<file path="src/rtl/bpu_nextpc_pkg.sv">
// Shared constants for the IF-stage next-PC unit: instruction/PC widths,
// RV32 opcodes and register numbers used by predecode, and the next-PC source enum.
package bpu_nextpc_pkg;

   localparam int INSTR_SIZE = 32;
   localparam int PC_SIZE    = 32;

   localparam logic [6:0] OPCODE_JAL    = 7'b1101111;
   localparam logic [6:0] OPCODE_B_TYPE = 7'b1100011;
   localparam logic [6:0] OPCODE_JALR   = 7'b1100111;

   localparam logic [4:0] REG_ZERO = 5'd0;
   localparam logic [4:0] REG_RA   = 5'd1;
   localparam logic [4:0] REG_T0   = 5'd5;

   localparam logic [1:0] CTR_RESET = 2'b01;

   typedef enum logic [2:0] {
      NPC_FAIL,
      NPC_JALR,
      NPC_HOLD,
      NPC_JAL,
      NPC_BXX,
      NPC_RAS,
      NPC_SEQ
   } npc_src_e;

   // Link registers per the RISC-V calling convention: ra and the alternate link t0.
   function automatic logic is_link_reg(input logic [4:0] r);
      return (r == REG_RA) || (r == REG_T0);
   endfunction

endpackage

</file>
<file path="src/rtl/bpu_bht.sv">
// Branch history table: one 2-bit saturating counter per entry.
// Combinational read of the prediction bit, synchronous saturating update.
// A read and an update of the same entry in one cycle return the old value.
module bpu_bht
   import bpu_nextpc_pkg::*;
#(
   parameter int BHT_ENTRY = 64
) (
   input  logic                         clk,
   input  logic                         rst,
   input  logic [$clog2(BHT_ENTRY)-1:0] rd_idx,
   output logic                         rd_taken,
   input  logic                         upd_valid,
   input  logic [$clog2(BHT_ENTRY)-1:0] upd_idx,
   input  logic                         upd_taken
);

   logic [1:0] ctr_q [BHT_ENTRY];
   logic [1:0] ctr_d [BHT_ENTRY];

   assign rd_taken = ctr_q[rd_idx][1];

   // Saturating increment on taken, decrement on not-taken, only for the resolved entry.
   always_comb begin
      ctr_d = ctr_q;
      if (upd_valid) begin
         if (upd_taken) begin
            if (ctr_q[upd_idx] != 2'b11) begin
               ctr_d[upd_idx] = ctr_q[upd_idx] + 2'b01;
            end
         end else begin
            if (ctr_q[upd_idx] != 2'b00) begin
               ctr_d[upd_idx] = ctr_q[upd_idx] - 2'b01;
            end
         end
      end
   end

   // Counter storage, all entries start weakly not-taken.
   always_ff @(posedge clk) begin
      if (rst) begin
         for (int i = 0; i < BHT_ENTRY; i++) begin
            ctr_q[i] <= CTR_RESET;
         end
      end else begin
         ctr_q <= ctr_d;
      end
   end

endmodule

</file>
<file path="src/rtl/bpu_nextpc.sv">
// Next-PC unit for the IF stage: owns the PC, predecodes the fetched instruction,
// predicts conditional branches with the BHT and returns with a circular RAS,
// and applies redirects from ID (jalr) and EX (branch mispredict).
module bpu_nextpc
   import bpu_nextpc_pkg::*;
#(
   parameter logic [PC_SIZE-1:0] RESET_PC  = 32'h0000_0000,
   parameter int                 BHT_ENTRY = 64,
   parameter bit                 BHT_EN    = 1'b1,
   parameter int                 RAS_DEPTH = 4
) (
   input  logic                  clk,
   input  logic                  rst,
   input  logic [INSTR_SIZE-1:0] instr,
   input  logic                  stall,
   output logic [PC_SIZE-1:0]    pc,
   output logic                  take,
   output logic                  ras_used,
   output logic                  instr_nop_sel,
   input  logic                  id_jalr,
   input  logic [PC_SIZE-1:0]    id_reg_value,
   input  logic                  predict_fail,
   input  logic [PC_SIZE-1:0]    bxx_fail_pc,
   input  logic                  res_valid,
   input  logic [PC_SIZE-1:0]    res_pc,
   input  logic                  res_taken
);

   localparam int IDX_W  = $clog2(BHT_ENTRY);
   localparam bit RAS_ON = (RAS_DEPTH > 0);
   localparam int RAS_N  = RAS_ON ? RAS_DEPTH : 2;
   localparam int RAS_PW = $clog2(RAS_N);
   localparam int CNT_W  = $clog2(RAS_N + 1);
   localparam logic [CNT_W-1:0] RAS_FULL = CNT_W'(RAS_N);

   logic [PC_SIZE-1:0] pc_q, pc_d;
   logic [PC_SIZE-1:0] ras_q [RAS_N];
   logic [PC_SIZE-1:0] ras_d [RAS_N];
   logic [RAS_PW-1:0]  ras_ptr_q, ras_ptr_d;
   logic [CNT_W-1:0]   ras_cnt_q, ras_cnt_d;

   logic [6:0]         opcode;
   logic [4:0]         rd;
   logic [4:0]         rs1;
   logic               is_jal, is_bxx, is_ret, is_call;
   logic [PC_SIZE-1:0] j_imm, b_imm, pc_plus4, ras_top;
   logic               bht_taken, ras_avail;
   npc_src_e           npc_src;
   logic               unused_res_pc;

   assign opcode  = instr[6:0];
   assign rd      = instr[11:7];
   assign rs1     = instr[19:15];
   assign is_jal  = (opcode == OPCODE_JAL);
   assign is_bxx  = (opcode == OPCODE_B_TYPE);
   assign is_ret  = (opcode == OPCODE_JALR) && (rd == REG_ZERO) && is_link_reg(rs1);
   assign is_call = is_jal && is_link_reg(rd);

   assign j_imm = {{(PC_SIZE-21){instr[31]}}, instr[31], instr[19:12], instr[20], instr[30:21], 1'b0};
   assign b_imm = {{(PC_SIZE-13){instr[31]}}, instr[31], instr[7], instr[30:25], instr[11:8], 1'b0};

   assign pc_plus4  = pc_q + PC_SIZE'(4);
   assign ras_top   = ras_q[ras_ptr_q - RAS_PW'(1)];
   assign ras_avail = RAS_ON && (ras_cnt_q != '0);

   assign unused_res_pc = ^{res_pc[1:0], res_pc[PC_SIZE-1:IDX_W+2]};

   bpu_bht #(
      .BHT_ENTRY (BHT_ENTRY)
   ) u_bht (
      .clk       (clk),
      .rst       (rst),
      .rd_idx    (pc_q[IDX_W+1:2]),
      .rd_taken  (bht_taken),
      .upd_valid (res_valid),
      .upd_idx   (res_pc[IDX_W+1:2]),
      .upd_taken (res_taken)
   );

   assign take          = is_bxx && (BHT_EN ? bht_taken : instr[31]);
   assign pc            = pc_q;
   assign ras_used      = (npc_src == NPC_RAS);
   assign instr_nop_sel = predict_fail | id_jalr;

   // Pick exactly one next-PC source, redirects first, then stall, then predictions.
   always_comb begin
      npc_src = NPC_SEQ;
      if (predict_fail) begin
         npc_src = NPC_FAIL;
      end else if (id_jalr) begin
         npc_src = NPC_JALR;
      end else if (stall) begin
         npc_src = NPC_HOLD;
      end else if (is_jal) begin
         npc_src = NPC_JAL;
      end else if (take) begin
         npc_src = NPC_BXX;
      end else if (is_ret && ras_avail) begin
         npc_src = NPC_RAS;
      end
   end

   // Next-PC mux driven by the selected source; adders wrap naturally.
   always_comb begin
      pc_d = pc_plus4;
      case (npc_src)
         NPC_FAIL: pc_d = bxx_fail_pc;
         NPC_JALR: pc_d = id_reg_value;
         NPC_HOLD: pc_d = pc_q;
         NPC_JAL:  pc_d = pc_q + j_imm;
         NPC_BXX:  pc_d = pc_q + b_imm;
         NPC_RAS:  pc_d = ras_top;
         default:  pc_d = pc_plus4;
      endcase
   end

   // RAS push on a predicted call, pop on a predicted return; a full push overwrites the oldest.
   always_comb begin
      ras_d     = ras_q;
      ras_ptr_d = ras_ptr_q;
      ras_cnt_d = ras_cnt_q;
      if (RAS_ON && (npc_src == NPC_JAL) && is_call) begin
         ras_d[ras_ptr_q] = pc_plus4;
         ras_ptr_d        = ras_ptr_q + RAS_PW'(1);
         if (ras_cnt_q != RAS_FULL) begin
            ras_cnt_d = ras_cnt_q + CNT_W'(1);
         end
      end else if (npc_src == NPC_RAS) begin
         ras_ptr_d = ras_ptr_q - RAS_PW'(1);
         ras_cnt_d = ras_cnt_q - CNT_W'(1);
      end
   end

   // PC and RAS state registers with synchronous reset.
   always_ff @(posedge clk) begin
      if (rst) begin
         pc_q      <= RESET_PC;
         ras_ptr_q <= '0;
         ras_cnt_q <= '0;
         for (int i = 0; i < RAS_N; i++) begin
            ras_q[i] <= '0;
         end
      end else begin
         pc_q      <= pc_d;
         ras_ptr_q <= ras_ptr_d;
         ras_cnt_q <= ras_cnt_d;
         ras_q     <= ras_d;
      end
   end

endmodule

</file>
<file path="config.mk">
export PLATFORM = sky130hd
export DESIGN_NAME = bpu_nextpc
export DESIGN_NICKNAME = d
export VERILOG_FILES = /design/src/rtl/bpu_nextpc_pkg.sv /design/src/rtl/bpu_bht.sv /design/src/rtl/bpu_nextpc.sv
export SDC_FILE = /design/constraint.sdc
export NUM_CORES = 1
export LEC_CHECK = 0
export CORE_ASPECT_RATIO = 1.75
export CORE_MARGIN = 3
export CORE_UTILIZATION = 50
export CTS_CLUSTER_DIAMETER = 30
export DETAILED_ROUTE_END_ITERATION = 16
export PLACE_DENSITY = 0.72
export SYNTH_ARGS = -nofsm -noshare
export SYNTH_HDL_FRONTEND = slang
export SYNTH_HIERARCHICAL = 1
export SYNTH_SLANG_ARGS = --single-unit
</file>
<file path="constraint.sdc">
create_clock -name clk -period 14.2 [get_ports clk]
set_input_delay 1.42 -clock clk [delete_from_list [all_inputs] [get_ports clk]]
set_output_delay 1.42 -clock clk [all_outputs]
set_load 0.02 [all_outputs]
</file>
**Yosys cells after proc, flatten, opt, wreduce, memory -nomap -nowiden**

Index checks and enable logic that the tools add are counted.

- Add/subtract/negate cells: 9
- $mul: 0
- Divide/modulo/power cells: 0
- Magnitude comparators: 6
- Equal/unequal tests: 16
- Shift operators: 0
- Multiplexer cells: 31
- Bitwise logic cells: 5
- Reduce and logical (&&, ||, !) cells: 18

Operators with widths:

| kind | number |
|---|---|
| bitwise mux 128 bit | 3 |
| 2-to-1 mux 128 bit | 3 |
| case mux 32 bit (6 select lines) | 1 |
| 2-to-1 mux 32 bit | 3 |
| adder 32 bit | 2 |
| binary-select mux 32 bit (select 2 bit) | 1 |
| demux 32 bit (select 2 bit) | 1 |
| adder 32 x 3 -> 32 bit, second input constant | 1 |
| binary-select mux 2 bit (select 6 bit) | 2 |
| == test 7 bit, second input constant | 3 |
| 2-to-1 mux 3 bit | 7 |
| 2-to-1 mux 2 bit | 9 |
| >= comparator 7 bit, second input constant | 2 |
| NOT 6 -> 7 bit | 2 |
| demux 2 bit (select 6 bit) | 1 |
| == test 5 x 1 -> 1 bit, second input constant | 2 |
| == test 5 x 3 -> 1 bit, second input constant | 2 |
| logical AND 1 bit | 8 |
| less-than comparator 7 x 1 -> 1 bit, second input constant | 1 |
| == test 3 x 2 -> 1 bit, second input constant | 2 |
| == test 3 bit, second input constant | 2 |
| >= comparator 3 bit, second input constant | 2 |
| NOT 2 -> 3 bit | 2 |
| nonzero test 2 bit | 3 |
| other kinds (16) | 20 |

- Flip-flop bits (word level): 293
- Bits in latches: 0
- Bits in writable memories: 0
- Memory bits (read-only): 0
- Output and inout port bits: 35
- Logic and storage cells: 156
- Memories kept: 0

**Depth between registers and ports, before layout**

Gate-level depths: netlist (run 1).

- Depth after elaboration: 14
- Depth in mapped cells: 22
- Gate-level depth less buffers: 20

**Modules after synthesis**

The synthesis (run 1) kept the hierarchy.

By module, submodules not included:

| module | instances | cells an instance | area an instance (µm²) |
|---|---|---|---|
| bpu_nextpc | 1 | 1177 | 10057.1 |
| bpu_bht | 1 | 764 | 6516.2 |

**Worst setup path after synthesis (run 1)**

Ideal clock, no wire load.

- Path kind: register to register
- Start: reg pc_q[3] (netlist: pc[3])
- End: reg pc_q[24] (netlist: pc[24])
- Library setup time: 0.088 ns
- Arrival: 5.141 ns
- Required time: 14.112 ns
- Setup slack: 8.971 ns
- Stages on the path, launching flop included: 20
- Period minus slack after synthesis: 5.229 ns
- Path through: dfxtp_1 buf_2 buf_2 mux4_2 mux4_2 and3b_1 or4_1 nand2b_1 nor2_1 nand2_1 clkbuf_1 mux2_2 ha_1 and4_1 a221o_1 o21a_1 o211ai_2 a21boi_1 a211o_1 a311oi_2

- Longest elaborated chain between the ends: 12
- Elaborated cells on any way between the ends: 20

Ends and longest elaborated chain:

| item | RTL line | RTL |
|---|---|---|
| start: declaration | bpu_nextpc.sv:36 | `logic [PC_SIZE-1:0] pc_q, pc_d;` |
| start signal: assignment | bpu_nextpc.sv:144 | `pc_q <= pc_d;` |
| NOT 6 -> 7 bit (not written as such) (*) | bpu_bht.sv:21 | `assign rd_taken = ctr_q[rd_idx][1];` |
| binary-select mux 2 bit (select 6 bit) (*) | bpu_bht.sv:21 |  |
| 2-to-1 mux 2 bit (not written as such) (*) (2 in a row) | bpu_bht.sv:21 |  |
| net bht_taken | bpu_nextpc.sv:47 | `logic bht_taken, ras_avail;` |
| logical AND 1 bit (*) | bpu_nextpc.sv:80 | `assign take = is_bxx && (BHT_EN ? bht_taken : instr[31]);` |
| 2-to-1 mux 2 bit (*) | bpu_nextpc.sv:96 | `end else if (take) begin` |
| 2-to-1 mux 3 bit (*) | bpu_nextpc.sv:94 | `end else if (is_jal) begin` |
| 2-to-1 mux 3 bit (*) | bpu_nextpc.sv:92 | `end else if (stall) begin` |
| 2-to-1 mux 3 bit (*) | bpu_nextpc.sv:90 | `end else if (id_jalr) begin` |
| 2-to-1 mux 3 bit (*) | bpu_nextpc.sv:88 | `if (predict_fail) begin` |
| == test 3 bit (tied with other cells) | bpu_nextpc.sv:106 | `case (npc_src)` |
| case mux 32 bit (6 select lines) | bpu_nextpc.sv:106 |  |

The timed path passes the listed nets; every way through them passes the cells marked *. The select of a mux whose other input is x is not followed.
A chain may end at the register's enable or synchronous reset.

**Worst setup path in the final report (run 1)**

- Start: reg pc_q[3] (netlist: pc[3])
- End: reg pc_q[25] (netlist: pc[25])

Same word-level chain as after synthesis.

==> summary.txt, run 1 <==
Status
  • Status: finished clean

Cells and area
  • Fillcell total: between 2,000 and 3,000
  • Core Util, Final: 0.6018
  • NumNets Final: 2,173
  • Layout cells sized above 1: 0.1158
  • Area Overhead vs Synth: 17.79%
  • Post-route insts no fill: 2,431
  • Final instance area: just under 0.02 mm2

CTS
  • CTS Buffer Depth: 3
  • Post-CTS Setup Inserts: 0
  • Root Buffer: clkbuf_16
  • Clock sinks: between 200 and 300
  • Worst skew pair latency: 0.56 ns
  • CTS tree: yes
  • Post-CTS Resized: 0
  • CTS clk-pin slew, worst paths: 0.06 ns
  • H-Tree Depth: 2
  • Cts hold-fix bufs: 0
  • Num CTS Buffers: 42

Placed design
  • Area after DPL: ~0.018 mm2
  • Gpl congestion: approximately 0.99
  • Detailed Place HPWL: approximately 40,000 um
  • Pre-CTS setup slack: between 7 and 8 ns
  • I/O Buffers: around 140
  • Dpl cells: ~2,400

Global routing
  • Global-route wire length before repair: about 85,000 um
  • Largest net degree at the start of global routing: roughly 120
  • Number of global-route vias before repair: roughly 15,000
  • Initial antenna violation count: 2
  • Grt total ovfl: 0
  • Tot GR Track Use: 0.3083

Setup path
  • Critical path type: flop to flop
  • R2R Path Start: pc[3]
  • Worst EP arrival: 7.18 ns
  • Crit. End Element: flop
  • Req. time, crit path: between 10 and 15 ns
  • CP Max Fanout: 13
  • R2r endpoint: pc[25]
  • Startpoint types: flop
  • R2r worst-path depth: 21
  • Reg2reg setup slack: ~7.5 ns
  • Worst setup path startpoint: pc[3]
  • Worst Setup EP: pc[25]

Floorplan
  • Chip width: 143.6 um
  • Starting Density: 0.5109
  • IO Count: 170
  • Row count: 87
  • Die span in y: 246.8 um
  • Core Box Area: ~0.032 mm2
  • Die ar.: about 0.035 mm2

Power
  • Sw Ratio: 0.2809
  • IR drop worst, VDD: between 100 and 150 uV
  • Comb pwr share: 0.137
  • Seq pwr share: 0.373
  • Leak Pwr: about 6.7 nW
  • Clock network fraction of total power: 0.490
  • Power Density: 117.4 mW/mm2
  • Int Pwr: around 1.6 mW
  • Tot Pwr: about 2.3 mW
  • Switch Pwr: 0.6437 mW

Yosys
  • Yosys Warn Count: 6
  • FF+latch count, synth: 293
  • EDFF count, synth: 0
  • Most numerous cell in the Yosys netlist: dfxtp_1
  • Share of synthesized registers carrying an async set or reset: 0
  • Syn nets: around 2,100
  • Mapped Avg Cell Area: about 8.5 um2
  • Most area-consuming cells after synthesis: dfxtp_1, mux4_2, a21oi_1
  • Mapped Cells: around 1,900
  • Cell taking the most area after synthesis: dfxtp_1
  • Post-Syn Area: 0.01657 mm2
  • Primary FF master, synth: dfxtp_1
  • Part of the Yosys area used for sequential elements: 0.3539
  • Top cell type's share of synthesized area: 0.3539
  • Netlist cell types: 90
  • Most common library cells after synthesis: dfxtp_1, nor2_1, nand2_1, a21oi_1, a211oi_1

STA
  • Post-route worst setup slack: between 7 and 8 ns
  • Setup violations, final: 0
  • Fmax: between 100 and 150 MHz
  • RSZ-0062 raised after global routing: false
  • Final count of pins violating max slew: 0
  • Setup TNS: 0 ns
  • Tmin final: between 6 and 7 ns
  • Headroom to the max-slew limit: 0.1971
  • Setup Skew: about 0.025 ns
  • Crit share post-route: 0.4738
  • Hold slack: between 0.4 and 0.5 ns
  • Least-Margin Pin Slew: approximately 1.2 ns
  • Final hold vios: 0

Drt
  • Final wirelength: 55,650 um
  • Vias/cell: about 6.4
  • DRC viols: 0
  • Total number of vias: 15,630
  • Iter 0 DRT Violations: about 1,300
  • DR WL/cell: between 20 and 25 um
  • ANT nets after route: 0
  • Drt pass-1 iters: 6

Worst hold path
  • HP Class: flop to flop
  • Hold depth: 2

Run
  • Max_cap viols: 0
==> cells by family after synthesis <==
family,count (synthesis),synth area share
xor+xnor,48,0.02582
flops,293,0.3539
simple gates,650,0.1847
mux,106,0.1090
buf+inv,189,0.05405
fa+ha+maj,42,0.03261
compound gates,613,0.2398
==> worst min-delay path by stage <==
stage                    from         to  slack [ns]
floorplan                flop       flop        0.43
global placement     ras_q[3]   ras_q[3]        0.44
detailed placement   ras_q[1]   ras_q[1]        0.45
CTS                  ras_q[1]   ras_q[1]        0.46
global route        ras_q[96]  ras_q[96]        0.48
finish              ras_q[99]  ras_q[99]        0.46
==> routing by layer <==
metal	routed length, um	vias to the layer above	global-route usage
li1	-	7300	-
met1	18450	7412	0.3149
met2	28990	695	0.5586
met3	3725	217	0.05263
met4	4479	2	0.2148
met5	8	-	0
==> critical path, cell delays in order, from the launching register on <==
cell and delay, ns:
dfxtp_1 0.74, buf_4 0.35, mux4_2 0.51, nor2b_1 0.14
a211oi_1 0.54, a211oi_1 0.13, or4_1 0.59, nand2b_1 0.13
nor2_1 0.15, nand2_1 0.39, mux2_2 0.28, ha_1 0.17
inv_1 0.06, fa_1 0.39, nand2b_1 0.21, a211oi_1 0.44
o21ai_0 0.31, a21oi_2 0.26, nor2_1 0.09, a2111oi_0 0.42
a31oi_1 0.08, a211oi_1 0.23
==> power groups by stage <==
stage | Sequential (mW) | Combinational [mW] | Clock [mW]
2_1_floorplan | 0.870 | 0.183 | 0
3_3_place_gp | 0.872 | 0.303 | 0
3_5_place_dp | 0.873 | 0.307 | 0
4_1_cts | 0.855 | 0.308 | 1.14
5_1_grt | 0.855 | 0.335 | 1.17
6_report | 0.855 | 0.313 | 1.12
==> area by class of cell <==
class	instances	area [um2]	area share
multi-input combinational	1459	9843	0.5042
inverter	26	97.59	0.004999
tap	400	500.5	0.02564
sequential	293	5867	0.3005
clock inverter	27	417.9	0.02141
antenna	1	2.502	0.0001282
timing repair buffer	174	1658	0.08493
clock buffer	51	1135	0.05813
==> cell usage in the layout, fill, tap and decap left out, drive strengths merged, types with 13 or more instances in the layout <==
cell type      instances
dfxtp                293
nor2                 218
nand2                213
a21oi                204
clkdlybuf4s50        140
a211oi               126
o21ai                113
nand3                 84
mux4                  57
clkbuf                52
ha                    40
a221oi                39
inv                   34
buf                   33
mux2i                 29
nor3                  28
xor2                  24
xnor2                 24
a21o                  20
mux2                  20
o211ai                17
nand4                 16
a22oi                 15
nor2b                 13
and2                  13
Power figures use the tool's default switching activity.
==> inputs of run 2 (changes only) <==
==> constraint.sdc (replaced) <==
create_clock -name clk -period 6.3 [get_ports clk]
set_input_delay 0.63 -clock clk [delete_from_list [all_inputs] [get_ports clk]]
set_output_delay 0.63 -clock clk [all_outputs]
set_load 0.02 [all_outputs]
==> run 2 against run 1 <==
- clock power is 140% higher
- maximum frequency is 16% higher
- hold slack worse by 0.0050 ns
- first-iteration DRC count is 11% lower
- clock-buffer cell count is 5 lower
- setup slack worse by 7.0 ns
- non-clock buffer count is 17 higher
- final area is 1.0% higher
- wire length is 2.0% higher
- combinational power is 130% higher
- via count is 1.2% higher
- sequential power is 130% higher
==> summary.txt, run 2 (synthesized netlist as in run 1, its figures left out) <==
Drt
  • Drt pass-1 iters: 6
  • Vias/cell: between 6 and 7
  • Iter 0 DRT Violations: 1,131
  • Total number of vias: between 15,000 and 20,000
  • ANT nets after route: 0
  • Final wirelength: about 57,000 um
  • DRC viols: 0
  • DR WL/cell: 23.15 um

CTS
  • Root Buffer: clkbuf_16
  • Num CTS Buffers: between 40 and 50
  • CTS Buffer Depth: 3
  • Post-CTS Resized: 0
  • Worst skew pair latency: ~0.55 ns
  • Cts hold-fix bufs: 0
  • Clock sinks: 293
  • Post-CTS Setup Inserts: 0
  • H-Tree Depth: 2
  • CTS tree: yes
  • CTS clk-pin slew, worst paths: 0.05 ns

Power
  • Clock network fraction of total power: 0.500
  • IR drop worst, VDD: 252.5 uV
  • Leak Pwr: 6.855 nW
  • Seq pwr share: 0.365
  • Switch Pwr: between 1 and 1.5 mW
  • Sw Ratio: 0.2758
  • Comb pwr share: 0.136
  • Power Density: between 200 and 300 mW/mm2
  • Int Pwr: 3.832 mW

STA
  • Setup violations, final: 0
  • Setup TNS: 0 ns
  • Tmin final: between 5 and 6 ns
  • Final hold vios: 0
  • Fmax: approximately 170 MHz
  • Crit share post-route: 0.9199
  • RSZ-0062 raised after global routing: false
  • Final count of pins violating max slew: 0
  • Least-Margin Pin Slew: 1.201 ns
  • Headroom to the max-slew limit: 0.1995
  • Setup Skew: 0.02012 ns

Setup path
  • Slowest CP cell: dfxtp_1
  • CP Max Fanout: 9
  • Critical path type: flop to flop
  • Crit-path cells: buf_4, mux4_2, mux2i_1, a21oi_1, nor4bb_1, or4_1, nand2b_1, nor2_1, nand2_1, mux2_2, ha_1, inv_1, fa_1, nand2b_1, a211oi_1, o21ai_0, a21oi_2, nor2_1, a2111oi_0, a31oi_1, a211oi_1
  • Worst EP arrival: ~6.3 ns
  • Delay-heaviest family, CP: compound AO/OA/AOI/OAI gates
  • Crit path buffers/inverters: 2
  • Delay of the slowest critical-path stage: 0.67 ns
  • Startpoint types: flop
  • Req. time, crit path: between 6 and 7 ns
  • Crit. End Element: flop

Cells and area
  • Core Util, Final: 0.6079
  • Most common cell after layout, fill and taps aside: dfxtp_1
  • NumNets Final: between 2,000 and 2,500
  • Layout cells sized above 1: 0.1268
  • Fillcell total: roughly 2,800
  • Area Overhead vs Synth: 18.99%
  • Commonest cells after routing, fill and taps aside: dfxtp_1, nor2_1, nand2_1
  • Ant diodes: 0

Run
  • Max_cap viols: 0

Floorplan
  • Die ar.: about 0.035 mm2
  • Core Box Area: between 0.03 and 0.04 mm2
  • Die span in y: between 200 and 250 um
  • Row count: 87
  • Starting Density: 0.5109
  • IO Count: between 150 and 200
  • Chip width: about 140 um

Global routing
  • Tot GR Track Use: 0.3144
  • Largest net degree at the start of global routing: approximately 220
  • Grt total ovfl: 0
  • Number of global-route vias before repair: around 16,000
  • Global-route wire length before repair: 86,820 um
  • Initial antenna violation count: 0

Placed design
  • I/O Buffers: around 140
  • Gpl congestion: ~0.97
  • Detailed Place HPWL: between 40,000 and 50,000 um

Status
  • Status: finished clean

Worst hold path
  • HP Class: flop to flop
## run 2: changes by cell type in the layout (fill, tap and decap cells not counted), sizes merged, moves of 2 or more
cell / change
clkinvlp: +7
bufinv: +2
buf: +17
clkbuf: -5
## run 2: final cells by class
cell class | count | area (um2) | area share
Sequential cell | 293 | 5867 | 0.2975
Multi-Input combinational cell | 1459 | 9843 | 0.4991
Inverter | 26 | 97.59 | 0.004949
Timing Repair Buffer | 191 | 1798 | 0.09117
Clock inverter | 36 | 462.9 | 0.02348
Clock buffer | 46 | 1151 | 0.05837
Tap cell | 400 | 500.5 | 0.02538
## run 2: layer usage
metal,track usage,wire length (um),part of all wire
met1,0.3147,18530,0.33
met2,0.5597,28940,0.51
met3,0.04741,3681,0.065
met4,0.2625,5592,0.099
met5,0,0,0
## run 2: power by group through the flow
stage	sequential (mW)	clock [mW]	combinational (mW)
after floorplan	1.96	0	0.412
after global placement	1.97	0	0.698
after detailed placement	1.97	0	0.705
after CTS	1.93	2.67	0.708
after global routing	1.93	2.74	0.767
final	1.93	2.64	0.719
## run 2: final timing paths
kind,startpoint,to,slack (ns),depth (start not counted)
min,ras_q[97],ras_q[97],0.46,2
min reg2reg,ras_q[97],ras_q[97],0.46,2
max reg2reg,pc[2],pc[25],0.50,21
max,pc[2],pc[25],0.50,21
## run 2: worst register-to-register path: stages, from the launching register on
cell and delay, ns:
dfxtp_1 0.67, buf_4 0.29, mux4_2 0.52, mux2i_1 0.16, a21oi_1 0.08, nor4bb_1 0.18
or4_1 0.53, nand2b_1 0.12, nor2_1 0.12, nand2_1 0.23, mux2_2 0.24, ha_1 0.17
inv_1 0.06, fa_1 0.40, nand2b_1 0.20, a211oi_1 0.41, o21ai_0 0.30, a21oi_2 0.25
nor2_1 0.09, a2111oi_0 0.41, a31oi_1 0.07, a211oi_1 0.23
## run 2: through the flow
step	instances	power (mW)	setup slack (ns)	area [um2]	hold slack [ns]
global placement	2369	2.664	0.6272	18110	0.4390
detailed placement	2369	2.672	0.5545	18110	0.4511
CTS	2451	5.305	0.5324	19720	0.4582
global route	2451	5.438	0.03114	19720	0.4799
finish	2451	5.292	0.5047	19720	0.4559
floorplan	1941	2.373	1.071	16570	0.4274
